[config.mk]
export PLATFORM = sky130hd
export DESIGN_NAME = serial_sub_n
export DESIGN_NICKNAME = d
export VERILOG_FILES = /design/src/rtl/serial_sub_n.sv
export SDC_FILE = /design/constraint.sdc
export NUM_CORES = 1
export LEC_CHECK = 0
export ABC_AREA = 0
export CAP_MARGIN = 10
export CORE_ASPECT_RATIO = 1.75
export CORE_UTILIZATION = 35
export DETAILED_ROUTE_END_ITERATION = 16
export HOLD_SLACK_MARGIN = 0.06
export PLACE_DENSITY = 0.57
export SLEW_MARGIN = 20
export SYNTH_ARGS = -nofsm -noshare
export SYNTH_HDL_FRONTEND = slang
export SYNTH_SLANG_ARGS = --single-unit
[constraint.sdc]
create_clock -name clk -period 2.7 [get_ports clk]
set_input_delay 0.54 -clock clk [delete_from_list [all_inputs] [get_ports clk]]
set_output_delay 0.54 -clock clk [all_outputs]
set_load 0.005 [all_outputs]
[src/rtl/serial_sub_n.sv]
// Multi-cycle N-bit subtractor: a - b - bin, STEP bits per clock, LSB slice first.
// Valid/ready handshake on both sides; result registers load only when the last slice completes.
module serial_sub_n #(
  parameter int WIDTH = 8,
  parameter int STEP  = 1
) (
  input  logic             clk,
  input  logic             rst,
  input  logic             in_valid,
  output logic             in_ready,
  input  logic [WIDTH-1:0] a,
  input  logic [WIDTH-1:0] b,
  input  logic             bin,
  output logic             out_valid,
  input  logic             out_ready,
  output logic [WIDTH-1:0] d,
  output logic             bout,
  output logic             ovf,
  output logic             zero
);

  if (WIDTH < 1 || STEP < 1 || STEP > WIDTH || (WIDTH % STEP) != 0) begin : g_bad_step
    $error("serial_sub_n: STEP must be >= 1 and divide WIDTH");
  end

  localparam int NCYC = WIDTH / STEP;
  localparam int CW   = (NCYC > 1) ? $clog2(NCYC) : 1;
  localparam logic [CW-1:0] LAST = CW'(NCYC - 1);

  // state | meaning
  // IDLE  | waiting for operands, in_ready=1
  // RUN   | one STEP-bit slice subtracted per clock
  // DONE  | result presented, waiting for out_ready
  typedef enum logic [1:0] {
    S_IDLE = 2'd0,
    S_RUN  = 2'd1,
    S_DONE = 2'd2
  } state_t;

  state_t           state_q;
  logic [CW-1:0]    cnt_q;
  logic             borrow_q;
  logic [WIDTH-1:0] a_q, b_q, work_q;
  logic             in_ready_q, out_valid_q;
  logic [WIDTH-1:0] d_q;
  logic             bout_q, ovf_q, zero_q;

  logic [STEP-1:0]  slice_a, slice_b;
  logic [STEP:0]    diff;
  logic [WIDTH-1:0] work_d;
  logic             borrow_d;
  logic             ovf_d;
  int               idx;

  // The top bit of the STEP+1-bit difference is set exactly when the slice went negative.
  always_comb begin
    idx      = int'(cnt_q) * STEP;
    slice_a  = a_q[idx +: STEP];
    slice_b  = b_q[idx +: STEP];
    diff     = {1'b0, slice_a} - {1'b0, slice_b} - {{STEP{1'b0}}, borrow_q};
    work_d   = work_q;
    work_d[idx +: STEP] = diff[STEP-1:0];
    borrow_d = diff[STEP];
    ovf_d    = (a_q[WIDTH-1] != b_q[WIDTH-1]) && (work_d[WIDTH-1] != a_q[WIDTH-1]);
  end

  always_ff @(posedge clk) begin
    if (rst) begin
      state_q     <= S_IDLE;
      cnt_q       <= '0;
      borrow_q    <= 1'b0;
      a_q         <= '0;
      b_q         <= '0;
      work_q      <= '0;
      in_ready_q  <= 1'b1;
      out_valid_q <= 1'b0;
      d_q         <= '0;
      bout_q      <= 1'b0;
      ovf_q       <= 1'b0;
      zero_q      <= 1'b0;
    end else begin
      case (state_q)
        S_IDLE: begin
          if (in_valid && in_ready_q) begin
            a_q        <= a;
            b_q        <= b;
            borrow_q   <= bin;
            cnt_q      <= '0;
            work_q     <= '0;
            in_ready_q <= 1'b0;
            state_q    <= S_RUN;
          end
        end
        S_RUN: begin
          work_q   <= work_d;
          borrow_q <= borrow_d;
          if (cnt_q == LAST) begin
            cnt_q       <= '0;
            d_q         <= work_d;
            bout_q      <= borrow_d;
            ovf_q       <= ovf_d;
            zero_q      <= (work_d == '0);
            out_valid_q <= 1'b1;
            state_q     <= S_DONE;
          end else begin
            cnt_q <= cnt_q + CW'(1);
          end
        end
        S_DONE: begin
          if (out_ready) begin
            out_valid_q <= 1'b0;
            in_ready_q  <= 1'b1;
            state_q     <= S_IDLE;
          end
        end
        default: begin
          state_q     <= S_IDLE;
          in_ready_q  <= 1'b1;
          out_valid_q <= 1'b0;
        end
      endcase
    end
  end

  assign in_ready  = in_ready_q;
  assign out_valid = out_valid_q;
  assign d         = d_q;
  assign bout      = bout_q;
  assign ovf       = ovf_q;
  assign zero      = zero_q;

endmodule

# Word-level counts from Yosys, hierarchy flattened
# Cells that the tools add are included.
# W data, S select, Z words.
word_totals:
  output_inout_bits: 13
  regBits: 43
classes:
  n_mux: 18
  n_bitwise: 2
  shifts: 4
  eq_ne: 8
  add_sub_neg: 4
  reduce_logical: 11
ops:
  columns: ["op", "count"]
  rows:
  - ["$neg A3 Y33", 1]
  - ["$shift A1 B33 Y8 const A", 1]
  - ["$shiftx A1 B33 Y8", 1]
  - ["$pmux W8 S2", 1]
  - ["$shiftx A8 B4 Y1", 2]
  - ["$reduce_and A3 Y1", 3]
  - ["$bwmux W8", 1]
  - ["$logic_not A8 Y1", 1]
  - ["$mux W8", 1]
  - ["$mux W2", 3]
  - ["$mux W3", 2]
  - ["$ne A2 B2 Y1 const B", 3]
  - ["$pmux W1 S3", 2]
  - ["$pmux W2 S3", 1]
  - ["$pmux W3 S2", 1]
  - ["$reduce_and A2 Y1", 3]
  - ["$mux W1", 5]
  - ["$add A3 B1 Y3 const B", 1]
  - ["$eq A3 B3 Y1 const B", 1]
  - ["$eq A2 B1 Y1 const B", 1]
  - ["$eq A2 B2 Y1 const B", 1]
  - ["$logic_and A1 B1 Y1", 2]
  - ["$logic_not A2 Y1", 1]
  - ["$ne A1 B1 Y1", 2]
  - ["5 further kinds", 6]

# Longest topological paths before layout
# Gate-level depths: netlist of run 1.
logic_depth:
  word_depth: 7
  mapped_depth: 9
  ltp_nobuf: 8

# Least setup slack after synthesis of run 1
# OpenSTA, ideal clock, no wires.
synth_path:
  path_type: "register to register"
  from: "register cnt_q[0]"
  to: "register zero_q (netlist: zero)"
  period_less_slack_ns: 2.685
  required_time_ns: 2.641
  stages_incl_launch_ff: 8
  t_arrival_ns: 2.626
  path_slack_ns: 0.015
  path_buffers: 1
  cell_sequence: "dfxtp_1 -> buf_2 -> mux4_2 -> mux2i_1 -> fa_1 -> mux2_4 -> a2111oi_0 -> a31o_1"
synth_between:
  elab_chain_len: 6
synth_lines:
  columns: ["element", "line_no", "text"]
  rows:
  - ["start, declared", "41", "logic [CW-1:0] cnt_q;"]
  - ["start signal, assigned", "106", "cnt_q <= cnt_q + CW'(1);"]
  - ["$shiftx A8 B4 Y1 (on tied branches)", "58, 59", null]
  - ["$sub A1 B1 Y2", "60", "diff = {1'b0, slice_a} - {1'b0, slice_b} - {{STEP{1'b0}}, borrow_q};"]
  - ["$sub A2 B1 Y2", "60", null]
  - ["$shiftx A1 B33 Y8", "62", "work_d[idx +: STEP] = diff[STEP-1:0];"]
  - ["$bwmux W8", "62", null]
  - ["$logic_not A8 Y1", "102", "zero_q <= (work_d == '0);"]
  - ["end signal, assigned", "102", null]
  - ["end, declared", "46", "logic bout_q, ovf_q, zero_q;"]
# Several ways; a longest one is shown, not always the timed one.
# A chain may end at the register's enable or synchronous reset.

# Final worst setup path of run 1
# Ends and elaborated chain as after synthesis.

==> results.toml, run 1 <==
[run_status]
status = "complete, no violations"

[floorplan]
die_area_um2 = 6210
die_w_um = 60.0
core_um2 = 5630
initial_core_util_pct = 36.6
row_count = 36
die_y_um = 103
ioPinCount = 34

[placement]
pre_cts_slack_ns = 0.0571
post-dp-hpwl_mm = 3.47
port-buffer-count = 33
post_dp_cell_area_um2 = 2480
gp_congestion = 0.790

[clocking]
clk_pin_slew_ns = 0.08
root_buffer = "clkbuf_8"
post_cts_buffers = 0
clock-sinks = 43
cts_tree = "yes"
numCtsBuffers = 5
ctsHoldBuffers = 0
htree_levels = 2
clk_latency_ns = 0.30
clk_path_buf_depth = 2

[yosys]
ys_warn_count = 0
synth-seq-cells = 43
synth_compound_area_share_pct = 16.6
netlist_area_um2 = 2060
synth-xor-area-share_pct = 0
synthMuxAreaShare_pct = 7.05
synth_cells = 242
synth_top_family_by_area = "simple AND/OR/NAND/NOR gates"
synthAdderAreaFrac_pct = 3.40
ys_types = 46
synth_fp_nets = 268
ys.flop_type = "dfxtp_1"
synth-seq-area-share_pct = 41.8
synthSimpleGateAreaFrac_pct = 26.2
synth_edf_count = 0
syn_area_per_cell_um2 = 8.51
async_flop_share_pct = 0

[run]
max_cap_violations = 0

[global_routing]
grt_pass1_wl_mm = 7.90
grt_max_degree = 30
grt_util_met2_pct = 30.7
antenna_found_initial = 0
busiest_layer = "met2"
use_met3_pct = 3.86
grt_pass1_vias = 1665
use_met1_pct = 19.5
grt_overflow = 0
grtUsageTotal_pct = 17.3

[sta]
finalMaxSlewViolations = 0
timing.fmax_ghz = 0.411
min_period_ns = 2.43
setup_ws_ns = 0.267
max_slew_margin_pct = 51.2
worstMarginPinSlew_ns = 0.732
fin_setup_tns_ns = 0
period_share_pct = 90.1
rsz0062_at_grt = "false"
setup-violations-final = 0
hold_viol = 0
skew_ns = 0.00498

[route]
drt-vias-per-instance = 5.10
vias = 1795
ant_nets = 0
wl_per_cell_um = 13.3
drc = 0
wirelength_mm = 4.68
drtIter0Drc = 68
first_pass_iters = 4

[power]
p_leak_nw = 0.903
power_mw = 1.40
ir_drop_mv = 0.270
powerDensity_nw_per_um2 = 536

[critical_path]
path_buf_inv = 1
crit_chain = "mux4_2, mux2i_1, fa_1, buf_4, and4_1, nor4_2, a31o_1"
cp.arrival_ns = 2.68
end_kind = "flip-flop"
crit_slowest_cell = "mux4_2"
critPathKind = "reg -> reg"
max_stage_delay_ns = 0.50
start_kind = "flip-flop"
crit_path_max_fanout = 7
crit_required_ns = 2.94
path_delay_family = "multiplexers"

[finish]
syn_to_final_growth_pct = 27.0
diodes = 0
final_core_util_pct = 46.5
layout-drive-gt1-share_pct = 12.0
n_fill_cell = 586
multi_input_area_um2 = 1110
area.sequential_um2 = 866
final_net_count = 301
design_area_um2 = 2620

[worst_hold_path]
hp-class = "reg -> reg"
[tightest hold or removal path, cell delays in order, from the launching register on]
cell	delay [ns]
dfxtp_1	0.31
nand2_1	0.05
a21oi_1	0.05
[per-layer routing]
| layer | share of wire (%) | vias up |
|---|---|---|
| li1 | - | 919 |
| met1 | 41 | 829 |
| met2 | 53 | 36 |
| met3 | 2.8 | 11 |
| met4 | 3.1 | 0 |
| met5 | 0 | - |
[layout by cell type, fill, tap and decap left out, types with 2 or more instances in the layout]
cell type        Yosys  layout
a211oi_1             4       4
a21oi_1             29      29
buf_4                0      10
clkbuf_8             0       6
clkdlybuf4s50_1      0      33
dfxtp_1             43      41
ha_1                 4       4
inv_1                6       6
mux2i_1              4       4
mux4_2               4       4
nand2_1             39      39
nand2b_1             4       4
nand3_1             12      12
nor2_1              23      23
nor3_1              10      10
nor4_1               4       3
o21a_1               4       4
o21ai_0              4       4
o21bai_1             2       2
o31a_1               3       3
[report_power, final]
part / leakage, nW / internal, mW / switching [mW]
clock network: 0.0612 / 0.299 / 0.218
registers: 0.350 / 0.657 / 0.0185
logic: 0.492 / 0.0986 / 0.111
[stage by stage]
step	hold slack, ns	instances
floorplan	0.433	242
global placement	0.445	344
detailed placement	0.449	344
CTS	0.461	352
global route	0.480	352
finish	0.458	352
[path summary, 6_finish.rpt]
| check | start | to | slack (ns) | depth (start not counted) |
|---|---|---|---|---|
| setup / recovery | cnt_q[0] | zero | 0.27 | 7 |
| hold / removal | a_q[3] | a_q[3] | 0.46 | 2 |
| setup reg to reg | cnt_q[0] | zero | 0.27 | 7 |
| hold reg to reg | a_q[3] | a_q[3] | 0.46 | 2 |
[timing repair]
| action | in CTS | in global routing |
|---|---|---|
| setup endpoints to repair | 0 | 9 |
| gates resized for setup | 0 | 6 |
| endpoints found under the hold margin | 0 | 0 |
[flip-flops by register name (all words and copies together) (netlist names), 2 cells and up]
register  cells
b_q           8
a_q           8
state_q       2
work_q        8
cnt_q         3
d             8
[area by class of cell]
cell class / count / area share, %
Tap cell: 76 / 3.63
Clock buffer: 6 / 3.16
Inverter: 6 / 0.861
Timing Repair Buffer: 43 / 15.5
Clock inverter: 2 / 1.34
Sequential cell: 43 / 33.1
Multi-Input combinational cell: 176 / 42.4
[synth_stat cells (6+ instances only)]
cell | instances | area share (%)
dfxtp_1 | 43 | 42
nand2_1 | 39 | 7.1
a21oi_1 | 29 | 7.0
nor2_1 | 23 | 4.2
nand3_1 | 12 | 2.9
clkbuf_1 | 10 | 1.8
nor3_1 | 10 | 2.4
buf_2 | 6 | 1.5
inv_1 | 6 | 1.1
[kinds of logic after synthesis]
family / count (synthesis)
DFF: 43
adders and majority gates: 5
AOI/OAI and AO/OA: 54
muxes: 9
and+or+nand+nor: 108
buffers and inverters: 23
Power figures use the tool's default switching activity.
==> inputs of run 2 (changes only) <==
- CORE_MARGIN: default -> 1.5
==> run 2 against run 1 <==
  * Final cell count rose by 0.28%
  * Wire length fell by 1.6%
  * Combinational power barely moved
  * Clock skew barely moved
  * Critical endpoint unchanged
  * Largest power group unchanged
==> results.toml, run 2 (synthesis gave the netlist of run 1 again) <==
[run_status]
status = "complete, no violations"

[sta]
fin_setup_tns_ns = 0
holdWs_ns = 0.459
rsz0062_at_grt = "false"
timing.fmax_ghz = 0.404
min_period_ns = 2.48
worstMarginPinSlew_ns = 0.655
period_share_pct = 91.7
hold_viol = 0
skew_ns = 0.00503
setup_ws_ns = 0.223
max_slew_margin_pct = 56.4
finalMaxSlewViolations = 0
setup-violations-final = 0

[clocking]
clk_latency_ns = 0.30
clk_pin_slew_ns = 0.08
clock-sinks = 43
root_buffer = "clkbuf_8"
numCtsBuffers = 5
clk_path_buf_depth = 2
htree_levels = 2
cts_tree = "yes"
post_cts_buffers = 0

[power]
p_comb_share_pct = 14.2
clkPwrFrac_pct = 40.1
p_int_mw = 1.13
p_leak_nw = 0.911
power_mw = 1.48
ir_drop_mv = 0.304
switching_share_pct = 23.9
power.switching_mw = 0.353
pwr-share-seq_pct = 45.6
powerDensity_nw_per_um2 = 561

[route]
routed-wl-met3_um = 131
first_pass_iters = 4
wl_met1_mm = 1.86
met2WireLength_mm = 2.50
wirelength_mm = 4.61
ant_nets = 0
vias = 1788
drt-vias-per-instance = 5.07
highest_layer = "met4"
drtIter0Drc = 57
drc = 0
wl_per_cell_um = 13.1

[floorplan]
row_count = 36
core_um2 = 5630
die_w_um = 61.0
ioPinCount = 34
die_y_um = 104
die_area_um2 = 6370
initial_core_util_pct = 36.6

[global_routing]
grt_max_degree = 30
grt_pass1_wl_mm = 7.78
antenna_found_initial = 0
grt_overflow = 0
grtUsageTotal_pct = 16.2
grt_pass1_vias = 1673

[finish]
layout-drive-gt1-share_pct = 11.6
final_net_count = 302
mostFrequentLayoutCell = "dfxtp_1"
final_cell_mix = "dfxtp_1 (42), nand2_1 (39), clkdlybuf4s50_1 (33), a21oi_1 (29), nor2_1 (23)"
final_core_util_pct = 46.8
diodes = 0
n_fill_cell = 595
syn_to_final_growth_pct = 27.9

[placement]
pre_cts_slack_ns = 0.0958
gp_congestion = 0.803
port-buffer-count = 33
post-dp-hpwl_mm = 3.48

[critical_path]
crit_path_max_fanout = 5
critPathKind = "reg -> reg"
start_kind = "flip-flop"
end_kind = "flip-flop"
cp.arrival_ns = 2.73
worst-r2r-cell-count = 6
crit_required_ns = 2.95

[run]
max_cap_violations = 0

[worst_hold_path]
holdPathStages = 2
hp-class = "reg -> reg"
-- run 2: changes by cell type in the layout (fill, tap and decap cells not counted), sizes merged --
cell and delta:
buf +1, bufinv +1, clkbuf -1, clkinv -1
clkinvlp +1
-- run 2: layout make-up --
cell class | count | area (um^2) | share of cell area [%]
sequential | 43 | 862 | 32.7
tap | 76 | 95.1 | 3.61
multi-input combinational | 176 | 1100 | 41.9
timing repair buffer | 44 | 413 | 15.7
clock inverter | 3 | 67.6 | 2.57
clock buffer | 5 | 68.8 | 2.61
inverter | 6 | 22.5 | 0.855
-- run 2: worst max-delay path: stages, from the launching register on --
cell and delay, ns:
dfxtp_2 0.41, mux4_2 0.51, mux2i_1 0.19, fa_1 0.47, mux2_4 0.29, a2111oi_1 0.36
a31o_1 0.19
-- run 2: repair_timing --
| item | in CTS | in global routing |
|---|---|---|
| endpoints found under the setup margin | 0 | 5 |
| endpoints found under the hold margin | 0 | 0 |
| hold buffers | 0 | 0 |
| gates resized for setup | 0 | 3 |
-- run 2: worst paths after layout --
check           start     end  slack (ns)
max          cnt_q[0]    zero        0.22
min reg2reg    a_q[2]  a_q[2]        0.46
max reg2reg  cnt_q[0]    zero        0.22
min            a_q[2]  a_q[2]        0.46
-- run 2: through the flow --
stage                     area (um^2)  std cells
after floorplan                  2060        242
after global placement           2490        345
after detailed placement         2490        345
after CTS                        2630        353
after global routing             2630        353
final                            2630        353
-- run 2: power groups by stage --
stage                     sequential, mW  clock [mW]  combinational, mW
after global placement             0.690           0              0.209
after floorplan                    0.682           0              0.138
after detailed placement           0.690           0              0.211
final                              0.675       0.593              0.211
after CTS                          0.675       0.606              0.211
after global routing               0.679       0.636              0.236
-- run 2: metal layers --
metal,global-route usage [%],vias to the layer above
met2,27.7,39
met1,18.1,822
met3,3.36,8
met4,7.45,0
li1,-,919
met5,0,-
